**config.mk**
```make
export PLATFORM = sky130hd
export DESIGN_NAME = write_register
export DESIGN_NICKNAME = d
export VERILOG_FILES = /design/src/rtl/write_register_pkg.sv /design/src/rtl/write_register_be_merge.sv /design/src/rtl/write_register.sv
export SDC_FILE = /design/constraint.sdc
export NUM_CORES = 1
export LEC_CHECK = 0
export CAP_MARGIN = 20
export CORE_ASPECT_RATIO = 0.6
export CORE_MARGIN = 2
export CORE_UTILIZATION = 35
export DETAILED_ROUTE_END_ITERATION = 7
export PLACE_DENSITY = 0.66
export SYNTH_ARGS = -nofsm -noshare
export SYNTH_HDL_FRONTEND = slang
export SYNTH_SLANG_ARGS = --single-unit
```
**constraint.sdc**
```tcl
create_clock -name clk -period 12.3 [get_ports clk]
set_clock_uncertainty 0.15 [all_clocks]
set_input_delay 1.845 -clock clk [delete_from_list [all_inputs] [get_ports clk]]
set_output_delay 1.845 -clock clk [all_outputs]
set_load 0.01 [all_outputs]
```
**src/rtl/write_register_pkg.sv**
```systemverilog
// rtl/write_register_pkg.sv - shared types, address map and byte-merge helper for write_register
package write_register_pkg;

  typedef enum logic [1:0] {
    IDLE  = 2'd0,
    APPLY = 2'd1,
    ACK   = 2'd2
  } state_t;

  localparam logic [1:0] ADDR_CTRL    = 2'd0;
  localparam logic [1:0] ADDR_STATUS  = 2'd1;
  localparam logic [1:0] ADDR_DATA    = 2'd2;
  localparam logic [1:0] ADDR_SCRATCH = 2'd3;

  localparam int BUS_W = 32;

  // Reference byte merge at the default bus width: enabled bytes come from new_value
  function automatic logic [BUS_W-1:0] byte_merge(
    input logic [BUS_W-1:0]   old_value,
    input logic [BUS_W-1:0]   new_value,
    input logic [BUS_W/8-1:0] be
  );
    logic [BUS_W-1:0] result;
    result = old_value;
    for (int i = 0; i < BUS_W / 8; i++) begin
      if (be[i]) result[8*i +: 8] = new_value[8*i +: 8];
    end
    return result;
  endfunction

endpackage

```
**src/rtl/write_register_be_merge.sv**
```systemverilog
// rtl/write_register_be_merge.sv - combinational byte-enable merge with expanded bit mask
module be_merge
  import write_register_pkg::*;
#(
  parameter int DATA_W = 32
) (
  input  logic [DATA_W-1:0]   old_value,
  input  logic [DATA_W-1:0]   new_value,
  input  logic [DATA_W/8-1:0] be,
  output logic [DATA_W-1:0]   merged,
  output logic [DATA_W-1:0]   mask
);

  // Expand each byte enable into eight mask bits
  always_comb begin
    mask = '0;
    for (int i = 0; i < DATA_W / 8; i++) begin
      mask[8*i +: 8] = {8{be[i]}};
    end
  end

  assign merged = (old_value & ~mask) | (new_value & mask);

endmodule

```
**src/rtl/write_register.sv**
```systemverilog
// rtl/write_register.sv - bus write side of the button-controller register file
module write_register
  import write_register_pkg::*;
#(
  parameter int                DATA_W          = 32,
  parameter logic [DATA_W-1:0] CTRL_RESET      = '0,
  parameter logic [DATA_W-1:0] SELF_CLEAR_MASK = {{(DATA_W-1){1'b0}}, 1'b1},
  parameter logic [DATA_W-1:0] SCRATCH_RESET   = '0
) (
  input  logic                clk,
  input  logic                reset,
  input  logic                wr,
  input  logic [1:0]          wr_addr,
  input  logic [DATA_W-1:0]   wr_data,
  input  logic [DATA_W/8-1:0] wr_be,
  input  logic [DATA_W-1:0]   hw_event,
  output logic [DATA_W-1:0]   register_0,
  output logic [DATA_W-1:0]   register_1,
  output logic [DATA_W-1:0]   register_2,
  output logic [DATA_W-1:0]   register_3,
  output logic                data_strobe,
  output logic                done,
  output logic                busy
);

  state_t              state;
  logic [1:0]          hold_addr;
  logic [DATA_W-1:0]   hold_data;
  logic [DATA_W/8-1:0] hold_be;

  logic                apply;
  logic [DATA_W-1:0]   old_value;
  logic [DATA_W-1:0]   merged;
  logic [DATA_W-1:0]   be_mask;
  logic [DATA_W-1:0]   status_next;

  assign apply = (state == APPLY);

  // Select the register that the held address will merge into
  always_comb begin
    old_value = register_3;
    case (hold_addr)
      ADDR_CTRL: old_value = register_0;
      ADDR_DATA: old_value = register_2;
      default:   old_value = register_3;
    endcase
  end

  be_merge #(
    .DATA_W (DATA_W)
  ) u_be_merge (
    .old_value (old_value),
    .new_value (hold_data),
    .be        (hold_be),
    .merged    (merged),
    .mask      (be_mask)
  );

  // Written ones clear enabled bits; hardware events are OR-ed in afterwards so set wins
  assign status_next = ((apply && (hold_addr == ADDR_STATUS))
                        ? (register_1 & ~(hold_data & be_mask))
                        : register_1) | hw_event;

  // Handshake FSM: capture in IDLE, update in APPLY, acknowledge in ACK until wr drops
  always_ff @(posedge clk or posedge reset) begin
    if (reset) begin
      state       <= IDLE;
      hold_addr   <= '0;
      hold_data   <= '0;
      hold_be     <= '0;
      done        <= 1'b0;
      busy        <= 1'b0;
      data_strobe <= 1'b0;
    end else begin
      data_strobe <= 1'b0;
      case (state)
        IDLE: begin
          if (wr) begin
            hold_addr <= wr_addr;
            hold_data <= wr_data;
            hold_be   <= wr_be;
            busy      <= 1'b1;
            state     <= APPLY;
          end
        end
        APPLY: begin
          done        <= 1'b1;
          data_strobe <= (hold_addr == ADDR_DATA) && (|hold_be);
          state       <= ACK;
        end
        ACK: begin
          if (!wr) begin
            done  <= 1'b0;
            busy  <= 1'b0;
            state <= IDLE;
          end
        end
        default: begin
          done  <= 1'b0;
          busy  <= 1'b0;
          state <= IDLE;
        end
      endcase
    end
  end

  // Register file: one-shot control bits decay every cycle unless being written this cycle
  always_ff @(posedge clk or posedge reset) begin
    if (reset) begin
      register_0 <= CTRL_RESET;
      register_1 <= '0;
      register_2 <= '0;
      register_3 <= SCRATCH_RESET;
    end else begin
      register_0 <= register_0 & ~SELF_CLEAR_MASK;
      register_1 <= status_next;
      if (apply) begin
        case (hold_addr)
          ADDR_CTRL:    register_0 <= merged;
          ADDR_DATA:    register_2 <= merged;
          ADDR_SCRATCH: register_3 <= merged;
          default:      ;
        endcase
      end
    end
  end

endmodule

```
==> results of run 1 <==
==> final timing paths <==
check / start / end / slack, ns / cells after the start
worst max-delay path: register_3[18] / register_3[18] / 8.89 / 1
worst min-delay path: register_1[25] / register_1[25] / 0.32 / 1
worst max register to register: hold_addr[1] / register_3[4] / 9.69 / 5
worst min register to register: register_1[25] / register_1[25] / 0.32 / 1
max in group asynchronous: reset / register_2[29] / 8.94 / 4
min in group asynchronous: reset / register_1[30] / 1.81 / 2
==> placed cells by master, fill, tap and decap left out, drive strengths merged, types with 2 or more instances in the layout <==
master / instances
a21o: 8
buf: 7
clkbuf: 21
clkdlybuf4s50: 203
clkinv: 4
dfrtp: 171
inv: 7
mux2: 70
nand2: 119
nand2b: 60
nand3: 8
nand4bb: 2
nor2: 4
o21ai: 120
o221ai: 32
or2: 4
==> cell families after synthesis <==
logic type	share of synthesized area
AO/OA/AOI/OAI	0.1320
multiplexers	0.1105
AND/OR/NAND/NOR	0.1348
flip-flops	0.5924
buffers and inverters	0.03031
==> final cells by class <==
type                       instances  area [sq um]  area share
clock buffer                      21         470.5     0.04671
clock inverter                     9         87.58    0.008697
inverter                           4         20.02    0.001988
multi-input combinational        436          2754      0.2735
sequential                       171          4280      0.4250
tap                              273         341.6     0.03392
timing repair buffer             210          2117      0.2102
==> per-stage QoR <==
step	instances	area [sq um]	setup WS, ns
final	1124	10070	8.886
after floorplan	659	7223	5.673
after global routing	1124	10070	8.698
after detailed placement	1092	9465	8.063
after global placement	1092	9465	8.104
after CTS	1122	10020	8.512
==> report_power, final <==
part	leakage, nW	switching [mW]	internal (mW)
clock	0.276	0.222	0.294
sequential	2.01	0.225	0.774
combinational	1.85	0.495	0.519
==> synth_stat cells (2+ instances only) <==
cell type    n  share of area
nor2_1       4         0.0021
nand2b_1    60          0.052
mux2_2       2         0.0031
o21ai_0      5         0.0035
nand4bb_1    2         0.0031
inv_1        4         0.0021
nand3_1      8         0.0055
clkbuf_1    32          0.017
mux2_1      68           0.11
nand2_1    119          0.062
buf_2       13         0.0090
a21o_1       8         0.0083
o21ai_1    115          0.080
buf_4        2         0.0021
or2_1        4         0.0035
dfrtp_1    171           0.59
o221ai_1    32          0.039
==> registers in the layout, summed over array words and instances (netlist names), 2 cells and up <==
| name | flops |
|---|---|
| hold_addr | 2 |
| hold_be | 4 |
| hold_data | 32 |
| register_0 | 32 |
| register_1 | 32 |
| register_2 | 32 |
| register_3 | 32 |
| state | 2 |
==> per-layer routing <==
metal / part of all wire / up-vias
li1: - / 2675
met1: 0.51 / 2652
met2: 0.41 / 170
met3: 0.082 / 12
met4: 0.0059 / 0
met5: 0 / -
==> impl_results.md, run 1 <==
* Die width at 189.5 microns
* 1st-pass router iterations at 5
* Post-layout util at 0.5006
* Initial Util at 0.3590
* Hold buffers post-CTS at 0
* Main synth FF type: dfrtp_1
* Vias in the first global route at 5562
* RSZ-0062 raised after global routing: false
* Cell variety after synth at 27
* Worst hold path type: flip-flop to flip-flop
* PwrDens at 251.0 mW/mm^2
* Largest net degree at the start of global routing at 95
* Clk Latency, worst-skew pair at 0.42 ns
* Max Clk Rate at 292.9 MHz
* Required time worst endpoint at 10.30 ns
* Setup TNS at 0 ns
* Status: finished clean
* All-Layer GR Usage at 0.1897
* Critical path fanouts, max at 3
* Post-CTS setup buffers at 0
* P&R area growth vs syn at 39.42%
* Synth warnings at 0
* Post-Synthesis Cells at 659
* Initial antenna violation count at 0
* CTS tree: yes
* EDFF count, synth at 0
* Worst path cell trace: clkdlybuf4s50_1
* H-tree levels at 4
* Worst Path Arrival at 1.42 ns
* Post-synthesis net count at 732
* CTS Sinks at 171
* Final setup violation count at 0
* Max-capacitance violation count at 0
* Core ar. at 0.02012 sq mm
* Vias per std cell at 4.901
* Max IR drop VDD at 0.1281 mV
* Num ports at 204
* Synthesized area at 0.007223 sq mm
* Worst-Margin Slew at 0.8664 ns
* Fin. Hold Viols at 0
* Drt total wl at 19980 microns
* Routed WL per cell at 17.77 microns
* Crit path max-delay family: buffers and inverters
* Layout cell share with drive strength beyond 1 at 0.05170
* Syn Area/Cell at 10.96 sq um
* Crit-path max cell delay at 0.57 ns
* Total power at 2.528 mW
* Critical path type: flip-flop to output port
* Max_slew headroom at 0.4221
* Register area share after synthesis at 0.5924
* CP Launch Type: flip-flop
* Final GP Congestion at 0.7859
* Core Rows at 40
* Clk slew on worst S/H paths at 0.07 ns
* Die ar. at 0.02184 sq mm
* Register bit count reported by yosys at 171
* Crit path max-delay cell type: clkdlybuf4s50_1
* Fill count at 1812
* DR vias at 5509
* Inserted Diodes at 0
* Total CTS buffers at 17
* First-pass GRT wire length at 31680 microns
* CTS Buffer Depth at 2
* P_leak at 4.137 nW
* Top Usage Layer GRT: met1
* Final slew viol count at 0
* Final Hold Slack at 0.3241 ns
* Grt met1 use at 0.2803
* Clk root buf: clkbuf_16
* Critical Path End Type: output port
* Post-CTS sizing at 0
* Final Critical Period at 3.414 ns
* Met3 Track Usage GR at 0.06166
* PortBufs at 203
* Met2 usage at 0.2706
* Iter 0 DRT Violations at 191
* Asr flop ratio synth at 1.000
* Drt drc at 0
* Die Y at 115.3 microns
* Gr ovfl total at 0
* Critical path buffer and inverter count at 1
* Layout Nets at 913
* Tcrit/Tclk final at 0.2775
* HPWL Detailed at 13450 microns
* ANT nets after route at 0
(Power assumes the default switching activity.)
==> run 2, diff against run 1 <==
==> constraint.sdc (replaced) <==
create_clock -name clk -period 3.15 [get_ports clk]
set_clock_uncertainty 0.15 [all_clocks]
set_input_delay 0.4725 -clock clk [delete_from_list [all_inputs] [get_ports clk]]
set_output_delay 0.4725 -clock clk [all_outputs]
set_load 0.01 [all_outputs]
==> run 2 against run 1 <==
Sequential cell count unchanged. Cell count up 0.80%. Clock-buffer cell count unchanged. Largest cell class unchanged. Largest power group unchanged. Highest routed layer unchanged.
==> impl_results.md, run 2 (same netlist as run 1, synthesis figures left out) <==
* Status: finished clean (unchanged)
* Total CTS buffers at 17 (unchanged)
* Routed wl met3 at 1705 microns (was 1644 microns)
* Clk slew on worst S/H paths at 0.07 ns (about the same)
* Iter 0 DRT Violations at 311 (was 191)
* Max_slew headroom at 0.5362 (was 0.4221)
* Worst hold path type: flip-flop to flip-flop (unchanged)
* Die ar. at 0.02184 sq mm (unchanged)
* M1 WL at 10140 microns (was 10110 microns)
* Post-CTS setup buffers at 0 (unchanged)
* Max-capacitance violation count at 0 (unchanged)
* CTS Buffer Depth at 2 (unchanged)
* Layout cell share with drive strength beyond 1 at 0.06170 (was 0.05170)
* All-Layer GR Usage at 0.1943 (was 0.1897)
* Final slew viol count at 0 (unchanged)
* P&R area growth vs syn at 40.79% (was 39.42%)
* Vias per std cell at 4.919 (was 4.901)
* Post-place setup slack at 0.7821 ns (was 8.063 ns)
* Setup TNS at 0 ns (unchanged)
* Worst-Margin Slew at 0.6957 ns (was 0.8664 ns)
* Max IR drop VDD at 0.4113 mV (was 0.1281 mV)
* Layout Nets at 919 (was 913)
* P_leak at 4.165 nW (was 4.137 nW)
* Die Y at 115.3 microns (unchanged)
* Initial Util at 0.3590 (unchanged)
* Required time worst endpoint at 3.29 ns (was 10.30 ns)
* ANT nets after route at 0 (unchanged)
* HPWL Detailed at 14110 microns (was 13450 microns)
* Post-CTS sizing at 0 (unchanged)
* CTS tree: yes (unchanged)
* Drt drc at 0 (unchanged)
* Critical path type: flip-flop to flip-flop (was flip-flop to output port)
* CTS Sinks at 171 (unchanged)
* H-tree levels at 4 (unchanged)
* PwrDens at 985.9 mW/mm^2 (was 251.0 mW/mm^2)
* Hold Path Stages at 1 (unchanged)
* Critical Path End Type: flip-flop (was output port)
* Num ports at 204 (unchanged)
* Final Critical Period at 2.358 ns
* Final worst setup slack at 0.7917 ns (was 8.886 ns)
* Total power at 10.03 mW (was 2.528 mW)
* Fin. Hold Viols at 0 (unchanged)
* Post-layout util at 0.5055 (was 0.5006)
* Final GP Congestion at 0.7736 (was 0.7859)
* Leading cell type in the layout, fill and taps excluded: clkdlybuf4s50_1 (unchanged)
* Met2 routed WL at 8247 microns (was 8107 microns)
* Gr ovfl total at 0 (unchanged)
* Top Metal Used: met4 (unchanged)
* Critical path fanouts, max at 48 (was 3)
* Core ar. at 0.02012 sq mm (unchanged)
* Routed WL per cell at 17.87 microns (was 17.77 microns)
* PortBufs at 203 (unchanged)
* Initial antenna violation count at 1 (was 0)
* Worst Path Arrival at 2.50 ns (was 1.42 ns)
* 1st-pass router iterations at 4 (was 5)
* Final setup violation count at 0 (unchanged)
* Most frequent cells in the layout: clkdlybuf4s50_1, dfrtp_1, nand2_1, o21ai_1, mux2_1 (unchanged)
* First-pass GRT wire length at 32100 microns (was 31680 microns)
* Tcrit/Tclk final at 0.7487
* DR vias at 5573 (was 5509)
* Vias in the first global route at 5627 (was 5562)
* Drt total wl at 20250 microns (was 19980 microns)
* Hold buffers post-CTS at 0 (unchanged)
* Die width at 189.5 microns (unchanged)
* Max Clk Rate at 424.0 MHz
* CP Launch Type: flip-flop (unchanged)
* R2R depth at 4 (was 5)
* Largest net degree at the start of global routing at 52 (was 95)
* RSZ-0062 raised after global routing: false (unchanged)
* Clk root buf: clkbuf_16 (unchanged)
* Core Rows at 40 (unchanged)
* Clk Latency, worst-skew pair at 0.43 ns (was 0.42 ns)
[run 2: cell count changes in the layout (fill, tap and decap cells not counted), sizes merged]
cell	change
diode	+1
clkinv	+1
inv	-3
buf	+6
clkinvlp	+4
[run 2: per-stage QoR]
stage,hold slack [ns],cell area (sq um),cells
6_report,0.3257,10170,1133
5_1_grt,0.3486,10170,1132
4_1_cts,0.3294,10170,1132
3_5_place_dp,0.3143,9574,1100
3_3_place_gp,0.3077,9574,1100
2_1_floorplan,0.3214,7227,659
[run 2: worst max-delay path, stage by stage (launching register included)]
cell and delay [ns]:
dfrtp_1 0.54, or4b_2 0.92, buf_4 0.37, nand2_1 0.14, o21ai_1 0.08
[run 2: layer usage]
layer	GRT usage	up-vias
met5	0	-
met2	0.2777	193
met3	0.06929	14
met4	0.05065	0
met1	0.2797	2680
li1	-	2686
[run 2: where the power goes]
part	switching [mW]	internal, mW
Sequential	0.803	3.02
Combinational	2.04	2.05
Clock	0.924	1.18
[run 2: cell type report]
class                   instances  area, sq um
fillers                      1842         9950
flip-flops and latches        171         4280
repair buffers                216         2180
clock inverters                11        112.6
clock buffers                  21        480.5
well taps                     273        341.6
multi-input cells             436         2754
diodes                          1        2.502
inverters                       4        18.77
[run 2: path summary, 6_finish.rpt]
check                            endpoint      startpoint  slack (ns)
setup / recovery           register_0[16]    hold_addr[0]        0.79
hold / removal             register_1[25]  register_1[25]        0.33
setup reg to reg           register_0[16]    hold_addr[0]        0.79
hold reg to reg            register_1[25]  register_1[25]        0.33
max in group asynchronous  register_1[19]           reset        1.80
min in group asynchronous  register_0[28]           reset        0.36
